## src/rtl/mpc_pkg.sv

```systemverilog
// rtl/mpc_pkg.sv - shared types and defaults for the constraint-vector loader
package mpc_pkg;

  localparam int DATA_WIDTH     = 21;
  localparam int ADDR_WIDTH     = 3;
  localparam int DEFAULT_DEPTH  = 8;
  localparam int DEFAULT_PERIOD = 2;

  typedef logic [DATA_WIDTH-1:0] bound_word_t;

  typedef enum logic [1:0] {
    ST_IDLE = 2'd0,
    ST_LOAD = 2'd1,
    ST_FILL = 2'd2
  } loader_state_e;

  // Counter width for n entries; never below one bit so n == 1 still yields a legal vector.
  function automatic int idx_width(input int n);
    return (n > 1) ? $clog2(n) : 1;
  endfunction

endpackage

```

## src/rtl/mpc_table_ram_1w1r.sv

```systemverilog
// rtl/mpc_table_ram_1w1r.sv - simple dual-port table, sync write, registered read-first read
module mpc_table_ram_1w1r
  import mpc_pkg::*;
#(
  parameter int DataWidth    = DATA_WIDTH,
  parameter int AddressWidth = ADDR_WIDTH,
  parameter int Depth        = DEFAULT_DEPTH
) (
  input  logic                    clk,
  input  logic                    reset,
  input  logic                    wr_en,
  input  logic [AddressWidth-1:0] wr_addr,
  input  logic [DataWidth-1:0]    wr_data,
  input  logic                    rd_en,
  input  logic [AddressWidth-1:0] rd_addr,
  output logic [DataWidth-1:0]    rd_data
);

  logic [DataWidth-1:0] mem_q [Depth];
  logic [DataWidth-1:0] rd_data_q;
  logic [DataWidth-1:0] rd_data_d;

  // Contents are deliberately left unreset; consumers qualify reads with table_valid.
  always_ff @(posedge clk) begin
    if (wr_en && (int'(wr_addr) < Depth)) begin
      mem_q[wr_addr] <= wr_data;
    end
  end

  always_comb begin
    rd_data_d = rd_data_q;
    if (rd_en) begin
      rd_data_d = (int'(rd_addr) < Depth) ? mem_q[rd_addr] : '0;
    end
  end

  always_ff @(posedge clk or negedge reset) begin
    if (!reset) begin
      rd_data_q <= '0;
    end else begin
      rd_data_q <= rd_data_d;
    end
  end

  assign rd_data = rd_data_q;

endmodule

```

## src/rtl/mpc_constraint_vec_loader.sv

```systemverilog
// rtl/mpc_constraint_vec_loader.sv - streams Period bound words and replicates them into the d-vector table
module mpc_constraint_vec_loader
  import mpc_pkg::*;
#(
  parameter int DataWidth    = DATA_WIDTH,
  parameter int AddressWidth = ADDR_WIDTH,
  parameter int AddressRange = DEFAULT_DEPTH,
  parameter int Period       = DEFAULT_PERIOD
) (
  input  logic                    clk,
  input  logic                    reset,
  input  logic                    start,
  input  logic                    s_valid,
  output logic                    s_ready,
  input  logic [DataWidth-1:0]    s_data,
  input  logic                    s_last,
  output logic                    busy,
  output logic                    table_valid,
  output logic                    done,
  output logic                    err,
  input  logic [AddressWidth-1:0] address0,
  input  logic                    ce0,
  output logic [DataWidth-1:0]    q0
);

  localparam int WIW = idx_width(Period);

  loader_state_e        state_q, state_d;
  logic [WIW-1:0]       widx_q, widx_d;
  logic [WIW-1:0]       sidx_q, sidx_d;
  logic [AddressWidth-1:0] waddr_q, waddr_d;
  logic [DataWidth-1:0] shadow_q [Period];
  logic [DataWidth-1:0] shadow_d [Period];
  logic                 table_valid_q, table_valid_d;
  logic                 done_q, done_d;
  logic                 err_q, err_d;

  logic last_word;
  logic sidx_wrap;
  logic fill_last;

  assign last_word = (widx_q == WIW'(Period - 1));
  assign sidx_wrap = (sidx_q == WIW'(Period - 1));
  assign fill_last = (waddr_q == AddressWidth'(AddressRange - 1));

  always_comb begin
    state_d       = state_q;
    widx_d        = widx_q;
    sidx_d        = sidx_q;
    waddr_d       = waddr_q;
    shadow_d      = shadow_q;
    table_valid_d = table_valid_q;
    done_d        = 1'b0;
    err_d         = 1'b0;
    case (state_q)
      ST_IDLE: begin
        if (start) begin
          state_d       = ST_LOAD;
          widx_d        = '0;
          table_valid_d = 1'b0;
        end
      end
      ST_LOAD: begin
        if (s_valid) begin
          shadow_d[widx_q] = s_data;
          widx_d           = widx_q + WIW'(1);
          // A load is well formed only when s_last lands exactly on word Period-1.
          if (last_word && s_last) begin
            state_d = ST_FILL;
            waddr_d = '0;
            sidx_d  = '0;
          end else if (last_word || s_last) begin
            state_d = ST_IDLE;
            err_d   = 1'b1;
          end
        end
      end
      ST_FILL: begin
        waddr_d = waddr_q + AddressWidth'(1);
        sidx_d  = sidx_wrap ? '0 : sidx_q + WIW'(1);
        if (fill_last) begin
          state_d       = ST_IDLE;
          table_valid_d = 1'b1;
          done_d        = 1'b1;
        end
      end
      default: state_d = ST_IDLE;
    endcase
  end

  always_ff @(posedge clk or negedge reset) begin
    if (!reset) begin
      state_q       <= ST_IDLE;
      widx_q        <= '0;
      sidx_q        <= '0;
      waddr_q       <= '0;
      shadow_q      <= '{default: '0};
      table_valid_q <= 1'b0;
      done_q        <= 1'b0;
      err_q         <= 1'b0;
    end else begin
      state_q       <= state_d;
      widx_q        <= widx_d;
      sidx_q        <= sidx_d;
      waddr_q       <= waddr_d;
      shadow_q      <= shadow_d;
      table_valid_q <= table_valid_d;
      done_q        <= done_d;
      err_q         <= err_d;
    end
  end

  assign s_ready     = (state_q == ST_LOAD);
  assign busy        = (state_q != ST_IDLE);
  assign table_valid = table_valid_q;
  assign done        = done_q;
  assign err         = err_q;

  mpc_table_ram_1w1r #(
    .DataWidth   (DataWidth),
    .AddressWidth(AddressWidth),
    .Depth       (AddressRange)
  ) u_table (
    .clk    (clk),
    .reset  (reset),
    .wr_en  (state_q == ST_FILL),
    .wr_addr(waddr_q),
    .wr_data(shadow_q[sidx_q]),
    .rd_en  (ce0),
    .rd_addr(address0),
    .rd_data(q0)
  );

endmodule

```

## config.mk

```make
export PLATFORM = sky130hd
export DESIGN_NAME = mpc_constraint_vec_loader
export DESIGN_NICKNAME = d
export VERILOG_FILES = /design/src/rtl/mpc_pkg.sv /design/src/rtl/mpc_table_ram_1w1r.sv /design/src/rtl/mpc_constraint_vec_loader.sv
export SDC_FILE = /design/constraint.sdc
export NUM_CORES = 1
export LEC_CHECK = 0
export CAP_MARGIN = 20
export CORE_ASPECT_RATIO = 0.5
export CORE_MARGIN = 10
export CORE_UTILIZATION = 27
export CTS_BUF_LIST = sky130_fd_sc_hd__clkbuf_8
export DETAILED_ROUTE_END_ITERATION = 8
export SLEW_MARGIN = 10
export SYNTH_ARGS = -nofsm -noshare
export SYNTH_HDL_FRONTEND = slang
export SYNTH_SLANG_ARGS = --single-unit
```

## constraint.sdc

```tcl
create_clock -name clk -period 10.4 [get_ports clk]
set_clock_uncertainty 0.1 [all_clocks]
set_input_delay 2.6 -clock clk [delete_from_list [all_inputs] [get_ports clk]]
set_output_delay 2.6 -clock clk [all_outputs]
set_load 0.02 [all_outputs]
```

Word level (Yosys, flattened, before mapping)
Memories as Yosys holds them, arrays and structs flattened. A register that Yosys moved wholly into a read port is not among the register bits.
Index checks and enable logic that the tools add are counted.
{"block": "totals", "regBits": 52, "ramBits": 168, "input_bits": 30, "output_inout_bits": 26, "wordCells": 72, "mem_count": 1}
{"name": "u_table.mem_q", "words": 8, "width": 21, "read_ports": 1, "rd_ports_with_merged_regs": 1, "write_ports": 1, "line_no": "mpc_table_ram_1w1r.sv:19", "text": "logic [DataWidth-1:0] mem_q [Depth];"}
{"block": "classes", "n_addsub": 3, "order_cmp": 3, "eq_ne": 8, "muxes": 32, "bitwise_logic": 2, "reduce_logical": 14}
{"cell": "$mux W21", "count": 4}
{"cell": "$bwmux W42", "count": 1}
{"cell": "$demux W21 S1", "count": 1}
{"cell": "$mux W1", "count": 14}
{"cell": "$mux W2", "count": 5}
{"cell": "$reduce_and A3 Y1", "count": 3}
{"cell": "$reduce_bool A2 Y1", "count": 4}
{"cell": "$mux W3", "count": 2}
{"cell": "$ne A2 B2 Y1 const B", "count": 3}
{"cell": "$pmux W1 S2", "count": 3}
{"cell": "$pmux W2 S3", "count": 1}
{"cell": "$pmux W3 S2", "count": 1}
{"cell": "$ge A2 B2 Y1 const B", "count": 2}
{"cell": "$not A1 Y2", "count": 2}
{"cell": "$reduce_and A4 Y1", "count": 1}
{"cell": "$add A3 B1 Y3 const B", "count": 1}
{"cell": "$eq A3 B3 Y1 const B", "count": 1}
{"cell": "$ne A3 B1 Y1 const B", "count": 1}
{"cell": "$add A1 B1 Y1 const B", "count": 2}
{"cell": "$eq A2 B1 Y1 const B", "count": 1}
{"cell": "$eq A2 B2 Y1 const B", "count": 1}
{"cell": "$logic_and A1 B1 Y1", "count": 2}
{"cell": "$logic_not A2 Y1", "count": 1}
{"cell": "$lt A2 B1 Y1 const B", "count": 1}
{"cell": "other kinds (4)", "count": 4}

Depth between registers and ports, before layout
{"block": "logic_depth", "ltp_word": 6, "mapped_depth": 6, "ltp_nobuf": 4}

Modules after synthesis
From an unflattened synthesis, not the netlist that was laid out.
{"block": "hier_totals", "hier_cells": 582, "hier_area_um2": 9763.1}
{"mod": "mpc_table_ram_1w1r", "instances": 1, "cells_each": 420, "area_per_inst_um2": 7347.0, "seq_area_each_um2": 5570.3}
{"mod": "mpc_constraint_vec_loader", "instances": 1, "cells_each": 162, "area_per_inst_um2": 2416.1, "seq_area_each_um2": 1301.2}

Worst setup path after synthesis
No wires, ideal clock.
{"block": "synth_timing", "path_type": "input-to-reg", "startpoint": "in address0[0]", "endpoint": "reg u_table.rd_data_q[7], in the netlist u_table.rd_data[7] (read register of u_table.mem_q)", "arrival_ns": 3.644, "slack_ns": 6.536, "cell_stages": 6, "cell_sequence": "buf_2 buf_4 buf_2 mux2i_1 nand3_1 a41o_1"}
{"element": "start: declaration", "line_no": "mpc_constraint_vec_loader.sv:21", "text": "input logic [AddressWidth-1:0] address0,"}
{"element": "end: declaration", "line_no": "mpc_table_ram_1w1r.sv:20", "text": "logic [DataWidth-1:0] rd_data_q;"}

Final worst setup path
{"block": "layout_timing", "startpoint": "reg state_q[1]", "endpoint": "out s_ready"}
{"block": "layout_via", "elab_chain_len": 1}
{"element": "start: declaration", "line_no": "mpc_constraint_vec_loader.sv:28", "text": "loader_state_e state_q, state_d;"}
{"element": "start signal: assignment", "line_no": "mpc_constraint_vec_loader.sv:102", "text": "state_q <= state_d;"}
{"element": "$eq A2 B1 Y1", "line_no": "mpc_constraint_vec_loader.sv:113", "text": "assign s_ready = (state_q == ST_LOAD);"}
{"element": "end: declaration", "line_no": "mpc_constraint_vec_loader.sv:14", "text": "output logic s_ready,"}
Every way passes these cells.

==> metrics.cfg <==
[clocking]
cts_root_buf=clkbuf_8
hold_buffers=0
cts_buffer_depth=3
cts_tree=built
htree_levels=2
cts.sinks=241
cts.clk_slew.worst_paths_ns=0.07
worstSkewPairLatency_ns=0.53
postCtsSetupBuffers=0
ctsResizeCount=0
cts_buffers=39

[synth]
synth_ff_type=edfxtp_1
synthArstFlopShare_pct=30.3
synth_seq_area_share_pct=70.8
netlist_instances=583
syn-num-nets=617
ys_ff_latch=241
synth.avg_cell_area_um2=16.6
synth_area_mm2=0.00970
yosysWarnings=0
ys_types=32
synth_edf_count=168

[global_route]
grt_antenna_before_repair=0
grt_max_degree=74
gr-total-overflow=0
grt_usage_pct=9.37
grt_pass1_wl_mm=32.7
grt_pass1_vias=5502

[detailed_routing]
drt_iter0_markers=409
num_vias=5202
ant_nets=0
drc=0
routedWlPerCell_um=18.1
first_pass_iters=5
vias_per_cell=4.46
totalWireLength_mm=21.1

[timing]
max_freq_mhz=214
fin_crit_ns=4.68
hold_viol=0
min_period_over_period_pct=45.0
relSlewSlack_pct=27.7
worstMarginPinSlew_ns=1.08
setup_viol=0
finalSetupTns_ns=0
rsz0062_at_grt=no
drv_slew=0

[worst_setup_path]
worst-path-max-fanout=13
path_class=flop to output pin
r2r_cells=1
r2r_start=sidx_q
cp.arrival_ns=1.98
worstPathRequired_ns=7.70
r2r-end=u_table.mem_q[5][1]
start_kind=flop
ff2ff_setup_slack_ns=8.41
cp-end-kind=output pin

[final_layout]
drive_gt1_share_pct=20.0
fin_nets=696
final_util_pct=33.1
area_growth_pct=19.2
diodes=0

[die]
fp.coreArea_mm2=0.0350
die_width_um=288
initial_core_util_pct=27.8
io_pins=56
die_y_um=154
num_rows=48
die-area_mm2=0.0444

[power_and_ir_drop]
p_per_area_mw_per_mm2=232
cellLeakagePower_nw=4.38
ir_drop_v=0.0000852

[worst_hold_path]
min_to=shadow_q[18]
min-delay-path-class=flop to flop
hold_depth=1
holdCritStartpoint=shadow_q[18]

[flow_run]
cap_violations=0

[placement]
io_buffer_count=55
dp_hpwl_mm=12.6
finalWeightedCongestion=0.749

[outcome]
status=finished clean

## Yosys cell counts, drive strengths merged (2+ instances only)
library cell  number  area share (%)
a211o             21             1.9
a21oi              6            0.31
a22oi             21             1.6
a41o              21             2.2
and3               2            0.13
buf               15             1.0
clkbuf            19            0.74
dfrtp             73              19
edfxtp           168              52
ha                 4            0.52
inv                4            0.15
mux2              63             8.1
mux2i             64             6.6
nand2              3            0.12
nand2b             5            0.32
nand3             23             1.2
nor2              10            0.39
nor2b             44             2.8
nor3               5            0.26
o21ai              3            0.15
o22ai              2            0.13
## worst max path at each step
stage | start | endpoint | slack (ns) | depth (start not counted)
5_1_grt | state_q[1] | s_ready | 5.59 | 2
6_report | state_q[1] | s_ready | 5.72 | 2
3_5_place_dp | address0[1] | u_table.rd_data[7] | 5.29 | 6
4_1_cts | state_q[1] | s_ready | 5.67 | 2
3_3_place_gp | address0[1] | u_table.rd_data[15] | 5.35 | 6
2_1_floorplan | address0[0] | u_table.rd_data[7] | 6.54 | 6
## flip-flops by register name, indices dropped and copies added (netlist names)
register	cells
done	1
err	1
last_word	1
shadow_q	42
sidx_q	1
state_q	2
table_valid	1
u_table.mem_q	168
u_table.rd_data	21
waddr_q	3
## cells by family (layout without fill, tap and decap cells)
group           after synthesis  after routing  synth area share, %
flops                       241            241                 70.8
mux                         127            127                 14.7
simple gates                 97             97                 5.62
compound gates               75             75                 6.36
buf+inv                      38            146                 1.90
fa+ha+maj                     4              4                0.516
xor+xnor                      1              1               0.0903
## cell type report
type                    count  area [um^2]
repair buffers             72          701
fillers                  3370        23400
well taps                 475          594
inverters                   4         15.0
clock inverters            27          104
flip-flops and latches    241         6870
clock buffers              43          592
multi-input cells         304         2690
## power breakdown
group | leakage [nW] | switching, mW | internal, mW
clock network | 0.443 | 0.348 | 0.377
registers | 2.40 | 0.0885 | 1.30
logic | 1.54 | 0.310 | 0.259
total | 4.38 | 0.747 | 1.93
## layout by cell type, fill, tap and decap left out, types with 6 or more instances in the layout
cell type	instances
edfxtp_1	168
dfrtp_1	73
mux2i_1	64
clkdlybuf4s50_1	53
nor2b_1	44
mux2_2	43
clkbuf_8	43
inv_1	27
nand3_1	23
a211o_1	21
a22oi_1	21
a41o_1	21
mux2_4	20
buf_4	17
nor2_1	7
a21oi_1	6
## critical path, stage by stage (launching register included)
cell and delay, ns:
dfrtp_1 0.52, nor2b_1 0.25, clkdlybuf4s50_1 0.68
## metrics by stage
stage / hold WS [ns] / setup WS, ns / area, um^2 / std cells / power [mW]
final: 0.403 / 5.72 / 11600 / 1166 / 2.68
after global routing: 0.412 / 5.59 / 11600 / 1166 / 2.82
after CTS: 0.405 / 5.67 / 11500 / 1164 / 2.71
after detailed placement: 0.388 / 5.29 / 10800 / 1094 / 1.97
after global placement: 0.383 / 5.35 / 10800 / 1094 / 1.94
after floorplan: 0.374 / 6.54 / 9700 / 583 / 1.76
## routing by layer
layer	track usage (%)	vias to the layer above	wire length, um
met3	1.96	29	1010
met5	0	-	0
met4	3.36	0	388
li1	-	2413	-
met1	11.6	2666	9090
met2	15.9	94	10600
(Power assumes the default switching activity.)
